==> src/rtl/car_pkg.sv <==
// car_pkg: shared direction encoding, sprite size and FSM state encoding (erase states only with CAR_ERASE_EN)
package car_pkg;
  localparam int SPRITE_SIZE = 15;
  localparam logic [2:0] DIR_E  = 3'd0;
  localparam logic [2:0] DIR_NE = 3'd1;
  localparam logic [2:0] DIR_N  = 3'd2;
  localparam logic [2:0] DIR_NW = 3'd3;
  localparam logic [2:0] DIR_W  = 3'd4;
  localparam logic [2:0] DIR_SW = 3'd5;
  localparam logic [2:0] DIR_S  = 3'd6;
  localparam logic [2:0] DIR_SE = 3'd7;
  typedef enum logic [2:0] {
    IDLE       = 3'd0,
`ifdef CAR_ERASE_EN
    ERASE_REQ  = 3'd1,
    ERASE_WAIT = 3'd2,
`endif
    UPDATE     = 3'd3,
    DRAW_REQ   = 3'd4,
    DRAW_WAIT  = 3'd5
  } state_t;
  function automatic logic [2:0] dir_turn(input logic [2:0] d, input logic l, input logic r);
    return (l && !r) ? d + 3'd1 : (r && !l) ? d - 3'd1 : d;
  endfunction
endpackage

==> src/rtl/car_step.sv <==
// car_step: combinational one-pixel step along a heading, each axis clamped independently
module car_step
  import car_pkg::*;
#(
  parameter logic [7:0] X_MAX = 8'd145,
  parameter logic [6:0] Y_MAX = 7'd105
) (
  input  logic [7:0] x,
  input  logic [6:0] y,
  input  logic [2:0] dir,
  input  logic       go,
  output logic [7:0] nx,
  output logic [6:0] ny
);
  logic xp, xn, yp, yn;
  always_comb begin
    xp = go && (dir == DIR_E || dir == DIR_NE || dir == DIR_SE);
    xn = go && (dir == DIR_W || dir == DIR_NW || dir == DIR_SW);
    yn = go && (dir == DIR_N || dir == DIR_NE || dir == DIR_NW);
    yp = go && (dir == DIR_S || dir == DIR_SE || dir == DIR_SW);
    nx = (xp && x < X_MAX) ? x + 8'd1 : (xn && x != 8'd0) ? x - 8'd1 : x;
    ny = (yp && y < Y_MAX) ? y + 7'd1 : (yn && y != 7'd0) ? y - 7'd1 : y;
  end
endmodule

==> src/rtl/car_motion_ctrl.sv <==
// car_motion_ctrl: per-frame erase/update/draw sequencer for the car sprite
// CAR_ERASE_EN adds the background-colour erase pass before each update.
module car_motion_ctrl
  import car_pkg::*;
#(
  parameter int X_SCREEN_PIXELS = 160,
  parameter int Y_SCREEN_PIXELS = 120,
  parameter int X_START = 80,
  parameter int Y_START = 60
) (
  input  logic       iClock,
  input  logic       iReset,
  input  logic       iTick,
  input  logic       iTurnL,
  input  logic       iTurnR,
  input  logic       iGo,
  input  logic       iDrawDone,
  output logic [7:0] oX,
  output logic [6:0] oY,
  output logic [2:0] oDir,
  output logic       oDrawCar,
  output logic       oErase,
  output logic       oBusy,
  output logic       oOverrun
);
  state_t state;
  logic pend_l, pend_r, turn_l, turn_r;
  logic [2:0] ndir;
  logic [7:0] nx;
  logic [6:0] ny;
  assign turn_l = pend_l | iTurnL;
  assign turn_r = pend_r | iTurnR;
  assign ndir = dir_turn(oDir, turn_l, turn_r);
  car_step #(
    .X_MAX(8'(X_SCREEN_PIXELS - SPRITE_SIZE)),
    .Y_MAX(7'(Y_SCREEN_PIXELS - SPRITE_SIZE))
  ) u_step (
    .x(oX),
    .y(oY),
    .dir(ndir),
    .go(iGo),
    .nx(nx),
    .ny(ny)
  );
`ifndef CAR_ERASE_EN
  assign oErase = 1'b0;
`endif
  always_ff @(posedge iClock) begin
    if (iReset) begin
      state <= IDLE;
      oX <= 8'(X_START);
      oY <= 7'(Y_START);
      oDir <= DIR_E;
      pend_l <= 1'b0;
      pend_r <= 1'b0;
      oDrawCar <= 1'b0;
`ifdef CAR_ERASE_EN
      oErase <= 1'b0;
`endif
      oBusy <= 1'b0;
      oOverrun <= 1'b0;
    end else begin
      oOverrun <= iTick && state != IDLE;
      pend_l <= (state == UPDATE) ? 1'b0 : turn_l;
      pend_r <= (state == UPDATE) ? 1'b0 : turn_r;
      case (state)
        IDLE: if (iTick) begin
`ifdef CAR_ERASE_EN
          state <= ERASE_REQ;
          oDrawCar <= 1'b1;
          oErase <= 1'b1;
`else
          state <= UPDATE;
`endif
          oBusy <= 1'b1;
        end
`ifdef CAR_ERASE_EN
        ERASE_REQ: begin
          state <= ERASE_WAIT;
          oDrawCar <= 1'b0;
        end
        ERASE_WAIT: if (iDrawDone) begin
          state <= UPDATE;
          oErase <= 1'b0;
        end
`endif
        UPDATE: begin
          oX <= nx;
          oY <= ny;
          oDir <= ndir;
          state <= DRAW_REQ;
          oDrawCar <= 1'b1;
        end
        DRAW_REQ: begin
          state <= DRAW_WAIT;
          oDrawCar <= 1'b0;
        end
        DRAW_WAIT: if (iDrawDone) begin
          state <= IDLE;
          oBusy <= 1'b0;
        end
        default: state <= IDLE;
      endcase
    end
  end
endmodule

==> config.mk <==
export PLATFORM = sky130hd
export DESIGN_NAME = car_motion_ctrl
export DESIGN_NICKNAME = d
export VERILOG_FILES = /design/src/rtl/car_pkg.sv /design/src/rtl/car_step.sv /design/src/rtl/car_motion_ctrl.sv
export SDC_FILE = /design/constraint.sdc
export NUM_CORES = 1
export LEC_CHECK = 0
export BUFFER_PORTS_ARGS = -buffer_cell sky130_fd_sc_hd__buf_2
export CAP_MARGIN = 25
export CELL_PAD_IN_SITES_DETAIL_PLACEMENT = 1
export CELL_PAD_IN_SITES_GLOBAL_PLACEMENT = 1
export CORE_MARGIN = 2
export CORE_UTILIZATION = 40
export CTS_BUF_LIST = sky130_fd_sc_hd__clkbuf_8
export DETAILED_ROUTE_END_ITERATION = 6
export GPL_ROUTABILITY_DRIVEN = 0
export HOLD_SLACK_MARGIN = 0.1
export PLACE_DENSITY = 0.73
export SYNTH_ARGS = -nofsm -noshare
export SYNTH_HDL_FRONTEND = slang
export SYNTH_HIERARCHICAL = 1
export SYNTH_SLANG_ARGS = --single-unit
export TNS_END_PERCENT = 100
==> constraint.sdc <==
create_clock -name iClock -period 5.3 [get_ports iClock]
set_input_delay 1.325 -clock iClock [delete_from_list [all_inputs] [get_ports iClock]]
set_output_delay 1.325 -clock iClock [all_outputs]
set_load 0.01 [all_outputs]
* Word-level counts from Yosys, hierarchy flattened *
Index checks and enable logic that the tools add are counted.

word-level totals
  flip-flop bits (word level) = 26
  word-level logic and storage cells = 79
  input port bits = 7
  output and inout port bits = 22

operators by class
  muxes and demuxes = 13
  magnitude comparators = 2
  add/subtract/negate cells = 6
  equality and inequality tests = 12
  reduce and logical (&&, ||, !) cells = 35
  bitwise logic cells = 2

operators by type and width
  cell                                               count
  == test 3 bit, second input constant               6
  two-way mux 8 bit                                  2
  two-way mux 7 bit                                  2
  two-way mux 3 bit                                  4
  one-hot mux 3 bit (4 select lines)                 1
  logical AND 1 bit                                  11
  == test 3 x 2 -> 1 bit, second input constant      3
  adder 8 x 1 -> 8 bit, second input constant        1
  logical OR 1 bit                                   8
  less-than comparator 8 bit, second input constant  1
  nonzero test 2 bit                                 4
  nonzero test 8 bit                                 1
  subtractor 8 x 1 -> 8 bit, second input constant   1
  adder 7 x 1 -> 7 bit, second input constant        1
  less-than comparator 7 bit, second input constant  1
  nonzero test 7 bit                                 1
  subtractor 7 x 1 -> 7 bit, second input constant   1
  zero test 3 bit                                    2
  AND reduction 2 bit                                3
  != test 2 bit, second input constant               2
  one-hot mux 1 bit (2 select lines)                 2
  adder 3 x 1 -> 3 bit, second input constant        1
  == test 3 x 1 -> 1 bit, second input constant      1
  AND reduction 3 bit                                1
  6 further kinds                                    9

* Depth between registers and ports, before layout *
Gate-level depths: netlist (run 1).

  depth in word-level cells = 12
  depth in mapped cells = 12
  mapped depth without buffers = 12

* Modules after synthesis *
The synthesis (run 1) kept the hierarchy.

by module, submodules not included
  module           cells an instance  area each (µm²)  seq. area each (µm²)  instances
  car_motion_ctrl  136                1,126.1          520.5                 1
  car_step         104                745.7            0.0                   1

* Least setup slack after synthesis (run 1) *
Ideal clock, no wire load.

  kind = input to register
  from = input port iTurnL
  to = register oY[5]
  stages = 10
  arrival = 3.312 ns
  buffers on the path = 0
  setup slack = 1.866 ns
  required time = 5.178 ns
  setup time = 0.122 ns
  cells stage by stage = nor2_1 o21ai_0 and2_1 o31ai_1 o21ai_0 a311oi_1 a32oi_1 xnor2_1 nand2_1 nand3b_1

on the way
  elaborated cells on any way between the ends = 23
  classes of those cells = eq/ne: 6; mux: 3; bitwise: 1; reduce/logical: 13

RTL lines
  what                  line                   text
  from (decl)           car_motion_ctrl.sv:14  input logic iTurnL,
  OR 1 bit *            car_motion_ctrl.sv:31  assign turn_l = pend_l | iTurnL;
  zero test 1 bit       car_pkg.sv:23          return (l && !r) ? d + 3'd1 : (r && !l) ? d - 3'd1 : d;
  logical AND 1 bit     car_pkg.sv:23
  two-way mux 3 bit     car_pkg.sv:23
  two-way mux 3 bit *   car_pkg.sv:23
  named net ndir[1]     car_motion_ctrl.sv:28  logic [2:0] ndir;
  == test 3 bit         car_step.sv:20         yp = go && (dir == DIR_S || dir == DIR_SE || dir == DIR_SW);
  logical OR 1 bit      car_step.sv:20
  logical OR 1 bit *    car_step.sv:20
  logical AND 1 bit *   car_step.sv:20
  logical AND 1 bit *   car_step.sv:22         ny = (yp && y < Y_MAX) ? y + 7'd1 : (yn && y != 7'd0) ? y - 7'd1 : y;
  two-way mux 7 bit *   car_step.sv:22
  named net ny[5]       car_motion_ctrl.sv:30  logic [6:0] ny;
  to (signal assigned)  car_motion_ctrl.sv:52  oY <= 7'(Y_START);
  to (signal assigned)  car_motion_ctrl.sv:89  oY <= ny;
  to (decl)             car_motion_ctrl.sv:19  output logic [6:0] oY,

The timed path passes the listed nets; every way through them passes the cells marked *.
A chain may end at the register's enable or synchronous reset.

* Worst setup path in the final report (run 1) *
Ends and elaborated chain as after synthesis.

==> results of run 1 <==
==> routing by layer <==
metal  up-vias  global-route usage (%)  wire (um)
met5         -                       0          0
met4         0                    5.56         53
met3         5                    2.22        132
met2        29                    30.1       2180
met1       837                    25.6       2280
li1        886                       -          -
==> power by group <==
group	switching (mW)	internal (mW)
registers	0.00825	0.201
logic	0.0462	0.0314
clock network	0.0693	0.101
==> layout make-up <==
type                       count  area [um2]
clock buffer                   3        41.3
inverter                      12        45.0
timing repair buffer          27         135
tap                           52        65.1
sequential                    26         520
fill                         558        2380
clock inverter                 1        30.0
multi-input combinational    190        1230
==> worst max path at each step <==
| stage | start | end | slack, ns | cells past startpoint |
|---|---|---|---|---|
| floorplan | iTurnL | oY[5] | 1.87 | 10 |
| global placement | iTurnL | oY[5] | 1.44 | 11 |
| detailed placement | iTurnL | oY[1] | 1.31 | 12 |
| CTS | iTurnL | oY[5] | 1.60 | 11 |
| global route | iTurnL | oY[1] | 1.15 | 12 |
| finish | iTurnL | oY[5] | 1.56 | 11 |
==> sequential cells by signal (all words and copies together), names as in the netlist <==
register	cells
oX	8
oY	7
oDir	3
state	3
oBusy	1
oDrawCar	1
oOverrun	1
pend_l	1
pend_r	1
==> cell families (layout without fill, tap and decap cells) <==
family                   after synthesis  after routing  synth area share (%)
flip-flops                            26             26                  27.8
multiplexers                           2              2                  1.14
other                                  1              1                 0.200
buffers and inverters                 24             43                  6.68
adder cells (fa/ha/maj)                8              8                  5.35
AND/OR/NAND/NOR                      108            108                  30.6
XOR/XNOR                              14             14                  6.95
AO/OA/AOI/OAI                         57             57                  21.3
==> per-stage QoR <==
| step | hold WS (ns) | power [mW] | utilization, % |
|---|---|---|---|
| 6_report | 0.484 | 0.458 | 46.4 |
| 5_1_grt | 0.507 | 0.481 | 46.4 |
| 4_1_cts | 0.489 | 0.463 | 46.4 |
| 3_5_place_dp | 0.471 | 0.291 | 44.8 |
| 3_3_place_gp | 0.459 | 0.290 | 44.8 |
| 2_1_floorplan | 0.474 | 0.273 | - |
==> synth_stat cells, types with 3 or more instances <==
library cell | number | share of area, %
ha_1 | 8 | 5.3
clkbuf_1 | 3 | 0.60
nand3_1 | 4 | 1.1
nor2_1 | 19 | 3.8
nor3_1 | 14 | 3.7
o21ai_0 | 6 | 1.6
o31ai_1 | 3 | 1.2
buf_2 | 4 | 1.1
o21ai_1 | 3 | 0.80
dfxtp_1 | 26 | 28
nand3b_1 | 7 | 2.8
inv_1 | 12 | 2.4
nand2_1 | 35 | 7.0
buf_6 | 3 | 1.8
nor2_2 | 3 | 1.0
a21oi_1 | 20 | 5.3
a31oi_1 | 4 | 1.3
xnor2_1 | 12 | 5.6
a41oi_2 | 3 | 2.6
==> tightest hold or removal path, cell delays in order, from the launching register on <==
cell,delay (ns)
dfxtp_1,0.33
nand2_1,0.06
a21oi_1,0.06
==> impl_metrics.env, run 1 <==
export IMPL_status="finished, final reports clean"
export IMPL_hpwlAfterDp_mm=3.36
export IMPL_rsz0062_at_grt="no"
export IMPL_crit_slowest_cell="a311oi_1"
export IMPL_slew_viol_final=0
export IMPL_crit_path_cell_trace="buf_2, nor2_1, o21ai_0, and2_1, o31ai_1, o21ai_0, a311oi_1, a32oi_1, xnor2_1, nand2_1, nand3b_1"
export IMPL_holdPathStages=2
export IMPL_clk_transition_reported_paths_ns=0.10
export IMPL_syn_to_final_growth_pct=10.2
export IMPL_grt_antenna_before_repair=0
export IMPL_clock_latency_ns=0.28
export IMPL_setup_tns_ns=0
export IMPL_crit_path_start_kind="input pin"
export IMPL_hold_violations=0
export IMPL_setup_viol=0
export IMPL_worstSetupEndpointType="register"
export IMPL_fin_skew_ns=0.00213
export IMPL_drive_above_1_share_pct=19.3
export IMPL_synth_edff_count=0
export IMPL_fp_dieH_um=72.4
export IMPL_crit_type="input pin to register"
export IMPL_cp_required_ns=5.47
export IMPL_drt_antenna_violating_nets=0
export IMPL_reg2reg_slack_ns=2.40
export IMPL_hp_class="register to register"
export IMPL_core_area_um2=4440
export IMPL_ir_worst_vdd_mv=0.120
export IMPL_grt_pass1_vias=1643
export IMPL_antennaDiodeCount=0
export IMPL_routed_wl_mm=4.65
export IMPL_synth_cell_types=59
export IMPL_dp_cells=307
export IMPL_cts_sinks=26
export IMPL_crit_family="compound AO/OA/AOI/OAI gates"
export IMPL_clk_path_buf_depth=2
export IMPL_overflow=0
export IMPL_io_buffers=27
export IMPL_max_slew_margin_pct=55.4
export IMPL_powerDensity_nw_per_um2=222
export IMPL_timing_final_ws_setup_ns=1.56
export IMPL_path_buf_inv=1
export IMPL_hold_end="oDrawCar"
export IMPL_pre_cts_slack_ns=1.31
export IMPL_grt_max_degree=28
export IMPL_seq_area_frac_synth_pct=27.8
export IMPL_cts_made_buffers=3
export IMPL_avgSynthCellArea_um2=7.80
export IMPL_finalCritPeriodShare_pct=70.5
export IMPL_r2r_cells=9
export IMPL_crit_top_cell="o21ai_0"
export IMPL_cts_hold_buf=0
export IMPL_cts_root_buf="clkbuf_8"
export IMPL_fin_nets=275
export IMPL_stdcell_area_um2=2060
export IMPL_drtPass1Iterations=4
export IMPL_rows=24
export IMPL_cp_arrival_ns=3.91
export IMPL_viasPerCell=5.65
export IMPL_ys_ff_latch=26
export IMPL_final_common_cell="nand2_1"
export IMPL_synth_area_um2=1870
export IMPL_post_cts_buffers=0
export IMPL_grt_pass1_wl_mm=7.81
export IMPL_vias=1757
export IMPL_place_area_um2=1990
export IMPL_slowest_delay_ns=0.61
export IMPL_synth_main_ff_cell="dfxtp_1"
export IMPL_dieWidth_um=72.4
export IMPL_hold_start="oDrawCar"
export IMPL_r2r_end="oY[5]"
export IMPL_crit_fanout=6
export IMPL_mostFrequentLayoutCells="nand2_1, buf_2, dfxtp_1, a21oi_1, nor2_1"
export IMPL_synthCells=240
export IMPL_grt_usage_pct=18.4
export IMPL_finalCriticalPeriod_ns=3.74
export IMPL_cellLeakagePower_nw=0.811
export IMPL_cap_violations=0
export IMPL_tightest_slew_ns=0.664
export IMPL_stdcell_count=311
export IMPL_max_freq_ghz=0.267
export IMPL_syn_nets=255
export IMPL_ioPinCount=29
export IMPL_yosys_warnings=6
export IMPL_r2r_start="oDir[0]"
export IMPL_routedWlPerCell_um=14.9
export IMPL_die_area_um2=5240
export IMPL_async_flop_share_pct=0
export IMPL_htree_levels=1
export IMPL_drc=0
export IMPL_cts_resized=0
export IMPL_cts_tree="done"
export IMPL_drt_iter0_markers=76
export IMPL_initial_core_util_pct=42.1
No activity file was read; power rests on OpenSTA's default activity.
==> inputs of run 2 (changes only) <==
Settings changed: ABC_AREA from default to 1, PLACE_DENSITY 0.73 to 0.76.
Clock period 5.3 ns to 3.8 ns, I/O delays scaled along.
==> run 2 against run 1 <==
Critical path depth up 4. Register-to-register slack got worse by 0.87 ns. Sequential power rose by 39%. Synthesized cell count increased by 41%.
==> impl_metrics.env, run 2 <==
export IMPL_status="finished, final reports clean"
export IMPL_hpwlAfterDp_mm=4.20
export IMPL_cts_root_buf="clkbuf_8"
export IMPL_multi_input_area_um2=1380
export IMPL_reg2reg_slack_ns=1.53
export IMPL_grt_antenna_before_repair=0
export IMPL_initial_core_util_pct=41.4
export IMPL_synth_main_ff_cell="dfxtp_1"
export IMPL_avgSynthCellArea_um2=6.25
export IMPL_routed_wl_mm=5.44
export IMPL_synthCells=338
export IMPL_clk_transition_reported_paths_ns=0.10
export IMPL_r2r_cells=14
export IMPL_fin_nets=377
export IMPL_crit_slowest_cell="a21oi_4"
export IMPL_drtPass1Iterations=6
export IMPL_fp_dieH_um=76.7
export IMPL_final_common_cell="nand2_1"
export IMPL_yosysTopAreaCellShare_pct=24.6
export IMPL_rows=26
export IMPL_synthTopCellsByArea="dfxtp_1, nand2_1, nand3_1"
export IMPL_core_area_um2=5110
export IMPL_max_slew_margin_pct=61.1
export IMPL_dieWidth_um=76.7
export IMPL_antennaDiodeCount=0
export IMPL_cap_violations=0
export IMPL_cellLeakagePower_nw=1.24
export IMPL_dp_cells=427
export IMPL_routedWlPerCell_um=12.6
export IMPL_crit_path_start_kind="input pin"
export IMPL_syn_to_final_growth_pct=10.4
export IMPL_overflow=0
export IMPL_io_buffers=27
export IMPL_synthAdderAreaFrac_pct=4.74
export IMPL_slew_viol_final=0
export IMPL_fin_skew_ns=0.00713
export IMPL_powerDensity_nw_per_um2=267
export IMPL_p_sw_share_pct=32.4
export IMPL_top_regs="oX x8, oY x7"
export IMPL_syn_nets=353
export IMPL_seq_power_share_pct=47.0
export IMPL_grt_pass1_wl_mm=9.43
export IMPL_crit_fanout=9
export IMPL_slowest_delay_ns=0.28
export IMPL_synth_cell_types=31
export IMPL_largest_register="oX"
export IMPL_synth_compound_area_share_pct=10.2
export IMPL_synth_area_um2=2110
export IMPL_synth_top_family_by_area="simple AND/OR/NAND/NOR gates"
export IMPL_cp_required_ns=3.98
export IMPL_crit_top_cell="nand2_1"
export IMPL_clock_latency_ns=0.28
export IMPL_drive_above_1_share_pct=14.7
export IMPL_ioPinCount=29
export IMPL_r2r_end="oX[1]"
export IMPL_async_flop_share_pct=0
export IMPL_synth_edff_count=0
export IMPL_cts_tree="done"
export IMPL_setup_viol=0
export IMPL_rsz0062_at_grt="no"
export IMPL_clk_path_buf_depth=2
export IMPL_grt_usage_pct=19.3
export IMPL_largest_reg_flops=8
export IMPL_cts_sinks=26
export IMPL_finalCritPeriodShare_pct=69.0
export IMPL_synth_xor_area_share_pct=6.22
export IMPL_ir_worst_vdd_mv=0.173
export IMPL_synthTopCellsByCount="nand2_1, inv_1, nand3_1"
export IMPL_power_frac_comb_pct=22.6
export IMPL_cts_hold_buf=0
export IMPL_htree_levels=1
export IMPL_p_clk_share_pct=30.4
export IMPL_p_int_mw=0.421
export IMPL_hold_violations=0
export IMPL_p_sw_mw=0.202
export IMPL_post_cts_buffers=0
export IMPL_r2r_start="oDir[0]"
export IMPL_yosysTopAreaCell="dfxtp_1"
export IMPL_crit_type="input pin to register"
export IMPL_cts_resized=0
export IMPL_setup_tns_ns=0
export IMPL_crit_path_cell_trace="buf_2, nor2_1, nand3_1, nand2_1, inv_1, nand2_1, and2_1, inv_2, nand2_1, nand2_1, a21oi_4, nand2_4, nand2_1, nand2_1, a22o_1"
export IMPL_hp_class="register to register"
export IMPL_cts_made_buffers=3
export IMPL_fill_cells=726
export IMPL_cp_arrival_ns=2.80
export IMPL_drt_iter0_markers=46
export IMPL_tightest_slew_ns=0.582
export IMPL_drt_antenna_violating_nets=0
export IMPL_yosys_warnings=6
export IMPL_mostFrequentLayoutCells="nand2_1, inv_1, nand3_1, buf_2, dfxtp_1"
export IMPL_vias=2109
export IMPL_seq_area_frac_synth_pct=24.6
export IMPL_ys_ff_latch=26
export IMPL_muxShareOfSynthArea_pct=0
export IMPL_viasPerCell=4.89
export IMPL_finalCriticalPeriod_ns=2.62
export IMPL_stdcell_count=431
export IMPL_yosys_area_share_simple_pct=43.8
export IMPL_final_core_util_pct=45.7
export IMPL_worstSetupEndpointType="register"
export IMPL_endpoint="oX[1]"
export IMPL_grt_pass1_vias=2052
export IMPL_seq_area_um2=520
export IMPL_max_freq_ghz=0.381
export IMPL_yosysMostFrequentCell="nand2_1"
export IMPL_grt_max_degree=15
export IMPL_die_area_um2=5880
export IMPL_crit_path_start="iTurnR"
export IMPL_drc=0
==> run 2: cell types whose count changed after synthesis, sizes merged, moves of 6 or more <==
cell    before  now
o22a         0    6
nand2       36  140
a21oi       21    6
a22o         0    9
inv         12   41
nor3        14    5
nand3        5   32
xor2         1   15
nand3b       7    1
xnor2       13    0
==> run 2: cell families after synthesis <==
family / after synthesis
xor gates and xnor gates: 15
DFF: 26
and+or+nand+nor: 212
other: 1
adders and majority gates: 8
AOI/OAI and AO/OA: 26
buffers and inverters: 50
==> run 2: how the worst min path moves through the flow <==
| stage | to | from | cells past startpoint |
|---|---|---|---|
| after floorplan | pend_l | pend_l | 2 |
| after global placement | oDrawCar | oDrawCar | 2 |
| final | oDrawCar | oDrawCar | 2 |
| after global routing | oBusy | oBusy | 2 |
| after CTS | oDrawCar | oDrawCar | 2 |
| after detailed placement | oBusy | oBusy | 2 |
==> run 2: metal layers <==
metal / part of all wire (%) / up-vias / track usage [%]
li1: - / 1110 / -
met1: 51 / 974 / 25.2
met5: 0 / - / 0
met2: 46 / 21 / 33.3
met4: 0.81 / 0 / 4.18
met3: 2.7 / 4 / 3.41
==> run 2: worst max-delay path, delay by kind of cell <==
kind            cells  cell delay, ns
buf+inv             3            0.22
compound gates      2            0.49
simple gates       10            1.12
==> run 2: per-stage QoR <==
step,setup WS (ns),total power [mW],hold WS [ns],area (um2)
3_3_place_gp,0.914,0.437,0.449,2280
2_1_floorplan,1.25,0.404,0.472,2110
4_1_cts,1.16,0.631,0.476,2330
3_5_place_dp,0.863,0.440,0.452,2280
5_1_grt,0.885,0.663,0.492,2330
6_report,1.18,0.623,0.468,2330
==> run 2: final cells by class <==
| type | instances | share of cell area [%] |
|---|---|---|
| clock buffer | 4 | 2.36 |
| timing repair buffer | 27 | 5.79 |
| sequential | 26 | 22.3 |
| multi-input combinational | 262 | 59.0 |
| tap | 70 | 3.76 |
| inverter | 42 | 6.81 |
==> run 2: power groups by stage <==
stage / combinational, mW / sequential [mW] / clock, mW
final: 0.141 / 0.292 / 0.189
after global routing: 0.162 / 0.294 / 0.207
after CTS: 0.142 / 0.293 / 0.196
after detailed placement: 0.141 / 0.299 / 0
after global placement: 0.138 / 0.298 / 0
after floorplan: 0.106 / 0.298 / 0
